==> src/rtl/adder_sched.sv <==
// Request scheduler for an external adder datapath: arbitrates three requesters,
// issues one transaction at a time and returns the result. Define ADDER_SCHED_FIXED_PRIO_EN for fixed priority.
module adder_sched #(
   parameter int DP_LAT = 1
) (
   input  logic        clk,
   input  logic        rst,
   input  logic [2:0]  req_valid,
   input  logic [5:0]  req_mode,
   input  logic [95:0] req_data,
   output logic [2:0]  req_ready,
   output logic [1:0]  dp_enbl,
   output logic [7:0]  dp_in1,
   output logic [7:0]  dp_in2,
   output logic [7:0]  dp_in3,
   output logic [7:0]  dp_in4,
   input  logic [7:0]  dp_out,
   output logic [2:0]  rsp_valid,
   output logic [7:0]  rsp_data,
   output logic        rsp_err
);

   typedef enum logic [1:0] {IDLE, ISSUE, RESP} state_t;

   localparam logic [1:0] LAST_CNT = 2'(DP_LAT);
   localparam logic [1:0] MODE_REJ = 2'd3;

   state_t      state_q, state_d;
   logic [1:0]  cnt_q, cnt_d;
   logic [1:0]  rr_ptr_q, rr_ptr_d;
   logic [1:0]  winner_q, winner_d;
   logic [1:0]  mode_q, mode_d;
   logic [31:0] ops_q, ops_d;
   logic [7:0]  rsp_data_q, rsp_data_d;
   logic        rsp_err_q, rsp_err_d;

   logic [1:0]  mode_arr [3];
   logic [31:0] data_arr [3];
   logic        grant_any;
   logic [1:0]  grant_idx;
   logic [2:0]  grant_oh;

   generate
      for (genvar gi = 0; gi < 3; gi++) begin : g_unpack
         assign mode_arr[gi] = req_mode[2*gi +: 2];
         assign data_arr[gi] = req_data[32*gi +: 32];
      end
   endgenerate

`ifdef ADDER_SCHED_FIXED_PRIO_EN
   always_comb begin
      grant_any = 1'b0;
      grant_idx = 2'd0;
      // Scan low priority first so the highest-priority valid requester wins.
      for (int k = 2; k >= 0; k--) begin
         if (req_valid[k]) begin
            grant_any = 1'b1;
            grant_idx = 2'(k);
         end
      end
   end
`else
   logic [2:0] rr_sum;

   always_comb begin
      grant_any = 1'b0;
      grant_idx = 2'd0;
      rr_sum    = 3'd0;
      // Visit ptr+3 .. ptr+1 so the requester right after the pointer is written last and wins.
      for (int k = 3; k >= 1; k--) begin
         rr_sum = {1'b0, rr_ptr_q} + 3'(k);
         if (rr_sum >= 3'd3) begin
            rr_sum = rr_sum - 3'd3;
         end
         if (req_valid[rr_sum[1:0]]) begin
            grant_any = 1'b1;
            grant_idx = rr_sum[1:0];
         end
      end
   end
`endif

   assign grant_oh = 3'b001 << grant_idx;

   always_comb begin
      state_d    = state_q;
      cnt_d      = cnt_q;
      rr_ptr_d   = rr_ptr_q;
      winner_d   = winner_q;
      mode_d     = mode_q;
      ops_d      = ops_q;
      rsp_data_d = rsp_data_q;
      rsp_err_d  = rsp_err_q;
      req_ready  = 3'b000;

      case (state_q)
         IDLE: begin
            if (grant_any && rst) begin
               req_ready = grant_oh;
               winner_d  = grant_idx;
               rr_ptr_d  = grant_idx;
               if (mode_arr[grant_idx] == MODE_REJ) begin
                  // Rejected requests never reach the datapath; its drive is left untouched.
                  rsp_data_d = 8'h00;
                  rsp_err_d  = 1'b1;
                  state_d    = RESP;
               end else begin
                  mode_d  = mode_arr[grant_idx];
                  ops_d   = data_arr[grant_idx];
                  cnt_d   = 2'd0;
                  state_d = ISSUE;
               end
            end
         end
         ISSUE: begin
            if (cnt_q == LAST_CNT) begin
               rsp_data_d = dp_out;
               rsp_err_d  = 1'b0;
               state_d    = RESP;
            end else begin
               cnt_d = cnt_q + 2'd1;
            end
         end
         RESP: begin
            state_d = IDLE;
         end
         default: begin
            state_d = IDLE;
         end
      endcase
   end

   always_ff @(posedge clk or negedge rst) begin
      if (!rst) begin
         state_q    <= IDLE;
         cnt_q      <= 2'd0;
         rr_ptr_q   <= 2'd2;
         winner_q   <= 2'd0;
         mode_q     <= 2'd0;
         ops_q      <= 32'd0;
         rsp_data_q <= 8'd0;
         rsp_err_q  <= 1'b0;
      end else begin
         state_q    <= state_d;
         cnt_q      <= cnt_d;
         rr_ptr_q   <= rr_ptr_d;
         winner_q   <= winner_d;
         mode_q     <= mode_d;
         ops_q      <= ops_d;
         rsp_data_q <= rsp_data_d;
         rsp_err_q  <= rsp_err_d;
      end
   end

   assign dp_enbl   = mode_q;
   assign dp_in1    = ops_q[7:0];
   assign dp_in2    = ops_q[15:8];
   assign dp_in3    = ops_q[23:16];
   assign dp_in4    = ops_q[31:24];
   assign rsp_valid = (state_q == RESP) ? (3'b001 << winner_q) : 3'b000;
   assign rsp_data  = rsp_data_q;
   assign rsp_err   = rsp_err_q;

endmodule
==> config.mk <==
export PLATFORM = sky130hd
export DESIGN_NAME = adder_sched
export DESIGN_NICKNAME = d
export VERILOG_FILES = /design/src/rtl/adder_sched.sv
export SDC_FILE = /design/constraint.sdc
export NUM_CORES = 1
export LEC_CHECK = 0
export BUFFER_PORTS_ARGS = -buffer_cell sky130_fd_sc_hd__clkbuf_2
export CAP_MARGIN = 15
export CORE_UTILIZATION = 44
export DETAILED_ROUTE_END_ITERATION = 8
export PLACE_DENSITY = 0.79
export SLEW_MARGIN = 40
export SYNTH_ARGS = -nofsm -noshare
export SYNTH_HDL_FRONTEND = slang
export SYNTH_SLANG_ARGS = --single-unit
export TNS_END_PERCENT = 1
==> constraint.sdc <==
create_clock -name clk -period 3.4 [get_ports clk]
set_input_delay 0.51 -clock clk [delete_from_list [all_inputs] [get_ports clk]]
set_output_delay 0.51 -clock clk [all_outputs]
set_load 0.03 [all_outputs]
==> flow_results.xml <==
<?xml version="1.0" encoding="UTF-8"?>
<metrics>
  <group name="status">
    <metric name="status" unit="">finished with violations</metric>
    <metric name="violations" unit="">design-rule violations</metric>
  </group>
  <group name="worst_setup_path">
    <metric name="timing.critical_path.max_delay_family" unit="">simple AND/OR/NAND/NOR gates</metric>
    <metric name="timing.critical_path.cells" unit="">inv_1 -&gt; ha_1 -&gt; mux2i_1 -&gt; or2_4 -&gt; a21o_2 -&gt; nor3_1 -&gt; clkbuf_2</metric>
    <metric name="timing.critical_path.buf_inv" unit="">2</metric>
    <metric name="timing.critical_path.slowest_cell_delay" unit="ns">0.51</metric>
    <metric name="crit_fanout" unit="">10</metric>
    <metric name="cp.arrival" unit="ns">2.69</metric>
    <metric name="required" unit="ns">2.89</metric>
    <metric name="critPathSlowestCell" unit="">sky130_fd_sc_hd__dfrtp_1</metric>
    <metric name="worstSetupEndpointType" unit="">output pin</metric>
    <metric name="timing.setup.critical_path_class" unit="">reg -&gt; out</metric>
    <metric name="critical_path.startpoint_type" unit="">flop</metric>
    <metric name="rrSetupSlack" unit="ns">0.41</metric>
  </group>
  <group name="sta">
    <metric name="finalHoldWorstSlack" unit="ns">0.346</metric>
    <metric name="final-hold-violation-count" unit="">0</metric>
    <metric name="total_negative_slack_for_setup_checks" unit="ns">0</metric>
    <metric name="timing.final.crit_period" unit="ns">3.20</metric>
    <metric name="final-setup-viol-count" unit="">0</metric>
    <metric name="fmax" unit="MHz">312</metric>
    <metric name="finalClockSkew" unit="ns">0.00702</metric>
    <metric name="postLayoutSetupSlackWorst" unit="ns">0.195</metric>
    <metric name="tightestPinTransition" unit="ns">0.617</metric>
    <metric name="final_max_slew_viol_count" unit="">0</metric>
    <metric name="rsz_0062_raised_after_global_routing" unit="">no</metric>
    <metric name="min_period_over_period" unit="">0.943</metric>
    <metric name="maxSlewHeadroom" unit="">0.588</metric>
  </group>
  <group name="yosys">
    <metric name="dominantRegCellSynth" unit="">sky130_fd_sc_hd__dfrtp_1</metric>
    <metric name="post-synth-top-area-cell" unit="">sky130_fd_sc_hd__dfrtp_1</metric>
    <metric name="synth.top_cells.by_area" unit="">sky130_fd_sc_hd__dfrtp_1 (41%), sky130_fd_sc_hd__mux2_4 (14%), sky130_fd_sc_hd__mux2i_1 (12%), sky130_fd_sc_hd__a21oi_1 (5.7%), sky130_fd_sc_hd__nor2_1 (4.7%)</metric>
    <metric name="netlist_instances" unit="">278</metric>
    <metric name="mappedNetlistNets" unit="">397</metric>
    <metric name="synth.cell_area" unit="mm2">0.00298</metric>
    <metric name="synth_cell_types" unit="">41</metric>
    <metric name="library_cell_with_the_highest_instance_count_after_synthesis" unit="">sky130_fd_sc_hd__dfrtp_1</metric>
    <metric name="synth_edf_count" unit="">0</metric>
    <metric name="synthTopCellsByCount" unit="">sky130_fd_sc_hd__dfrtp_1 (49), sky130_fd_sc_hd__nor2_1 (37), sky130_fd_sc_hd__mux2i_1 (35)</metric>
    <metric name="area_fraction_of_the_dominant_cell_type_after_synthesis" unit="">0.411</metric>
    <metric name="asyncSetResetFlopFracSynth" unit="">1.00</metric>
    <metric name="ys_ff_latch" unit="">50</metric>
    <metric name="yosys_warnings" unit="">0</metric>
    <metric name="syn-mean-instance-area" unit="um2">10.7</metric>
    <metric name="yosysSeqAreaShare" unit="">0.420</metric>
  </group>
  <group name="final_layout">
    <metric name="final_instance_count_without_filler_cells" unit="">516</metric>
    <metric name="finalCoreUtilization" unit="">0.609</metric>
    <metric name="final_nets" unit="">557</metric>
    <metric name="layout-area-overhead-vs-synth" unit="%">31.9</metric>
    <metric name="fillerInstances" unit="">579</metric>
    <metric name="post_route_cells_drive_above_1_share" unit="">0.487</metric>
    <metric name="antenna_cells_inserted" unit="">0</metric>
    <metric name="final_cell_area" unit="mm2">0.00394</metric>
  </group>
  <group name="floorplan">
    <metric name="initial_utilization" unit="">0.462</metric>
    <metric name="fp-row-count" unit="">29</metric>
    <metric name="die_area" unit="mm2">0.00711</metric>
    <metric name="floorplan.die.height" unit="um">84.3</metric>
    <metric name="floorplan.core_area" unit="mm2">0.00646</metric>
    <metric name="ioPinCount" unit="">164</metric>
    <metric name="die-width" unit="um">84.3</metric>
  </group>
  <group name="clocking">
    <metric name="cts-buffers-inserted" unit="">5</metric>
    <metric name="tritoncts_num_sinks" unit="">50</metric>
    <metric name="clk_latency" unit="ns">0.29</metric>
    <metric name="worst_setup_hold_path_clk_slew" unit="ns">0.09</metric>
    <metric name="cts_root_buf" unit="">sky130_fd_sc_hd__clkbuf_8</metric>
    <metric name="cts-root-to-sink-buffers" unit="">2</metric>
    <metric name="cts_tree" unit="">done</metric>
    <metric name="cts_max_level" unit="">2</metric>
  </group>
  <group name="placed_design">
    <metric name="dp.cells" unit="">508</metric>
    <metric name="post-place-ws" unit="ns">0.376</metric>
    <metric name="place.detailed.hpwl" unit="um">5740</metric>
    <metric name="place.port_buffers" unit="">163</metric>
    <metric name="routabilityCongestion" unit="">0.874</metric>
    <metric name="postPlaceCellArea" unit="mm2">0.00385</metric>
  </group>
  <group name="route">
    <metric name="post-route-drc-count" unit="">14</metric>
    <metric name="detailedRoute.firstPassIterationCount" unit="">6</metric>
    <metric name="vias" unit="">2644</metric>
    <metric name="detail_route.iter0.violations" unit="">138</metric>
    <metric name="ratio_of_routed_vias_to_standard_cells" unit="">5.12</metric>
    <metric name="final_antenna_net_count" unit="">0</metric>
    <metric name="routed_wirelength" unit="um">7220</metric>
    <metric name="routedWlPerCell" unit="um">14.0</metric>
  </group>
  <group name="pwr">
    <metric name="power" unit="mW">3.93</metric>
    <metric name="ir_drop" unit="V">0.000461</metric>
    <metric name="power.density" unit="mW/mm2">1000</metric>
    <metric name="leakage" unit="nW">2.23</metric>
  </group>
  <group name="worst_hold_path">
    <metric name="hold_path_class" unit="">in -&gt; async</metric>
  </group>
  <group name="global_route">
    <metric name="grt_pass1_wl" unit="um">11600</metric>
    <metric name="grt_pass1_vias" unit="">2523</metric>
    <metric name="globalRouteTotalUtil" unit="">0.205</metric>
    <metric name="grt_start_max_net_pins" unit="">51</metric>
    <metric name="grt_overflow_total" unit="">0</metric>
    <metric name="grt_antenna_before_repair" unit="">0</metric>
  </group>
  <group name="run">
    <metric name="max_cap_viol_count" unit="">0</metric>
  </group>
</metrics>
[cells in the final DEF, fill, tap and decap left out, types with 2 or more instances in the layout]
| cell | n |
|---|---|
| sky130_fd_sc_hd__o31ai_1 | 2 |
| sky130_fd_sc_hd__inv_1 | 8 |
| sky130_fd_sc_hd__nor2b_1 | 2 |
| sky130_fd_sc_hd__clkbuf_8 | 5 |
| sky130_fd_sc_hd__a21oi_1 | 34 |
| sky130_fd_sc_hd__mux2_2 | 4 |
| sky130_fd_sc_hd__dfrtp_1 | 49 |
| sky130_fd_sc_hd__ha_1 | 4 |
| sky130_fd_sc_hd__nor2_1 | 37 |
| sky130_fd_sc_hd__a21o_1 | 3 |
| sky130_fd_sc_hd__nand2_1 | 8 |
| sky130_fd_sc_hd__o211ai_1 | 2 |
| sky130_fd_sc_hd__mux2i_1 | 35 |
| sky130_fd_sc_hd__buf_4 | 7 |
| sky130_fd_sc_hd__clkbuf_1 | 3 |
| sky130_fd_sc_hd__a22o_1 | 8 |
| sky130_fd_sc_hd__nor3_1 | 8 |
| sky130_fd_sc_hd__clkbuf_2 | 163 |
| sky130_fd_sc_hd__a21o_2 | 2 |
| sky130_fd_sc_hd__mux2_4 | 28 |
| sky130_fd_sc_hd__nand3_1 | 2 |
| sky130_fd_sc_hd__a21boi_0 | 2 |
| sky130_fd_sc_hd__nor3b_1 | 3 |
[final cells by class]
class | count | area (um2) | area share
inverters | 8 | 30.0 | 0.00763
clock buffers | 8 | 80.1 | 0.0203
well taps | 77 | 96.3 | 0.0245
flip-flops and latches | 50 | 1250 | 0.318
multi-input cells | 202 | 1590 | 0.403
repair buffers | 171 | 888 | 0.226
[cells by family after synthesis]
| family | count (synthesis) | share of synthesized area |
|---|---|---|
| AOI/OAI and AO/OA | 65 | 0.141 |
| buffers and inverters | 26 | 0.0499 |
| and+or+nand+nor | 65 | 0.0965 |
| DFF | 50 | 0.420 |
| muxes | 67 | 0.273 |
| adders and majority gates | 4 | 0.0168 |
| xor gates and xnor gates | 1 | 0.00294 |
[power by group]
part | switching (mW) | total (mW) | internal (mW)
Combinational | 1.43 | 2.53 | 1.10
Sequential | 0.190 | 1.08 | 0.889
Clock | 0.178 | 0.325 | 0.147
[sequential cells by signal, summed over array words and instances, names as in the netlist]
signal    count
winner_q      1
dp_enbl       2
state_q       2
rr_ptr_q      2
rsp_data      8
rsp_err       1
ops_q        32
cnt_q         2
[worst paths after layout]
kind,from,end,depth (start not counted)
max,rr_ptr_q[0],req_ready[1],7
min,rst,ops_q[28],2
max reg2reg,rr_ptr_q[0],ops_q[2],9
min reg2reg,rsp_err,rsp_err,1
max in group asynchronous,rst,ops_q[30],2
min in group clk,dp_out[0],rsp_data[0],2
[metal layers]
metal,GRT usage,routed length (um),up-vias
met2,0.356,3670,108
met3,0.0413,429,6
li1,-,-,1303
met4,0.0508,59,0
met1,0.264,3070,1227
met5,0,0,-
[repair_timing]
action,4_1_cts,5_1_grt
endpoints found under the setup margin,0,3
hold endpoints to repair,0,0
buffers inserted,0,0
hold buffers,0,0
gates resized for setup,0,1
Power figures use the tool's default switching activity.
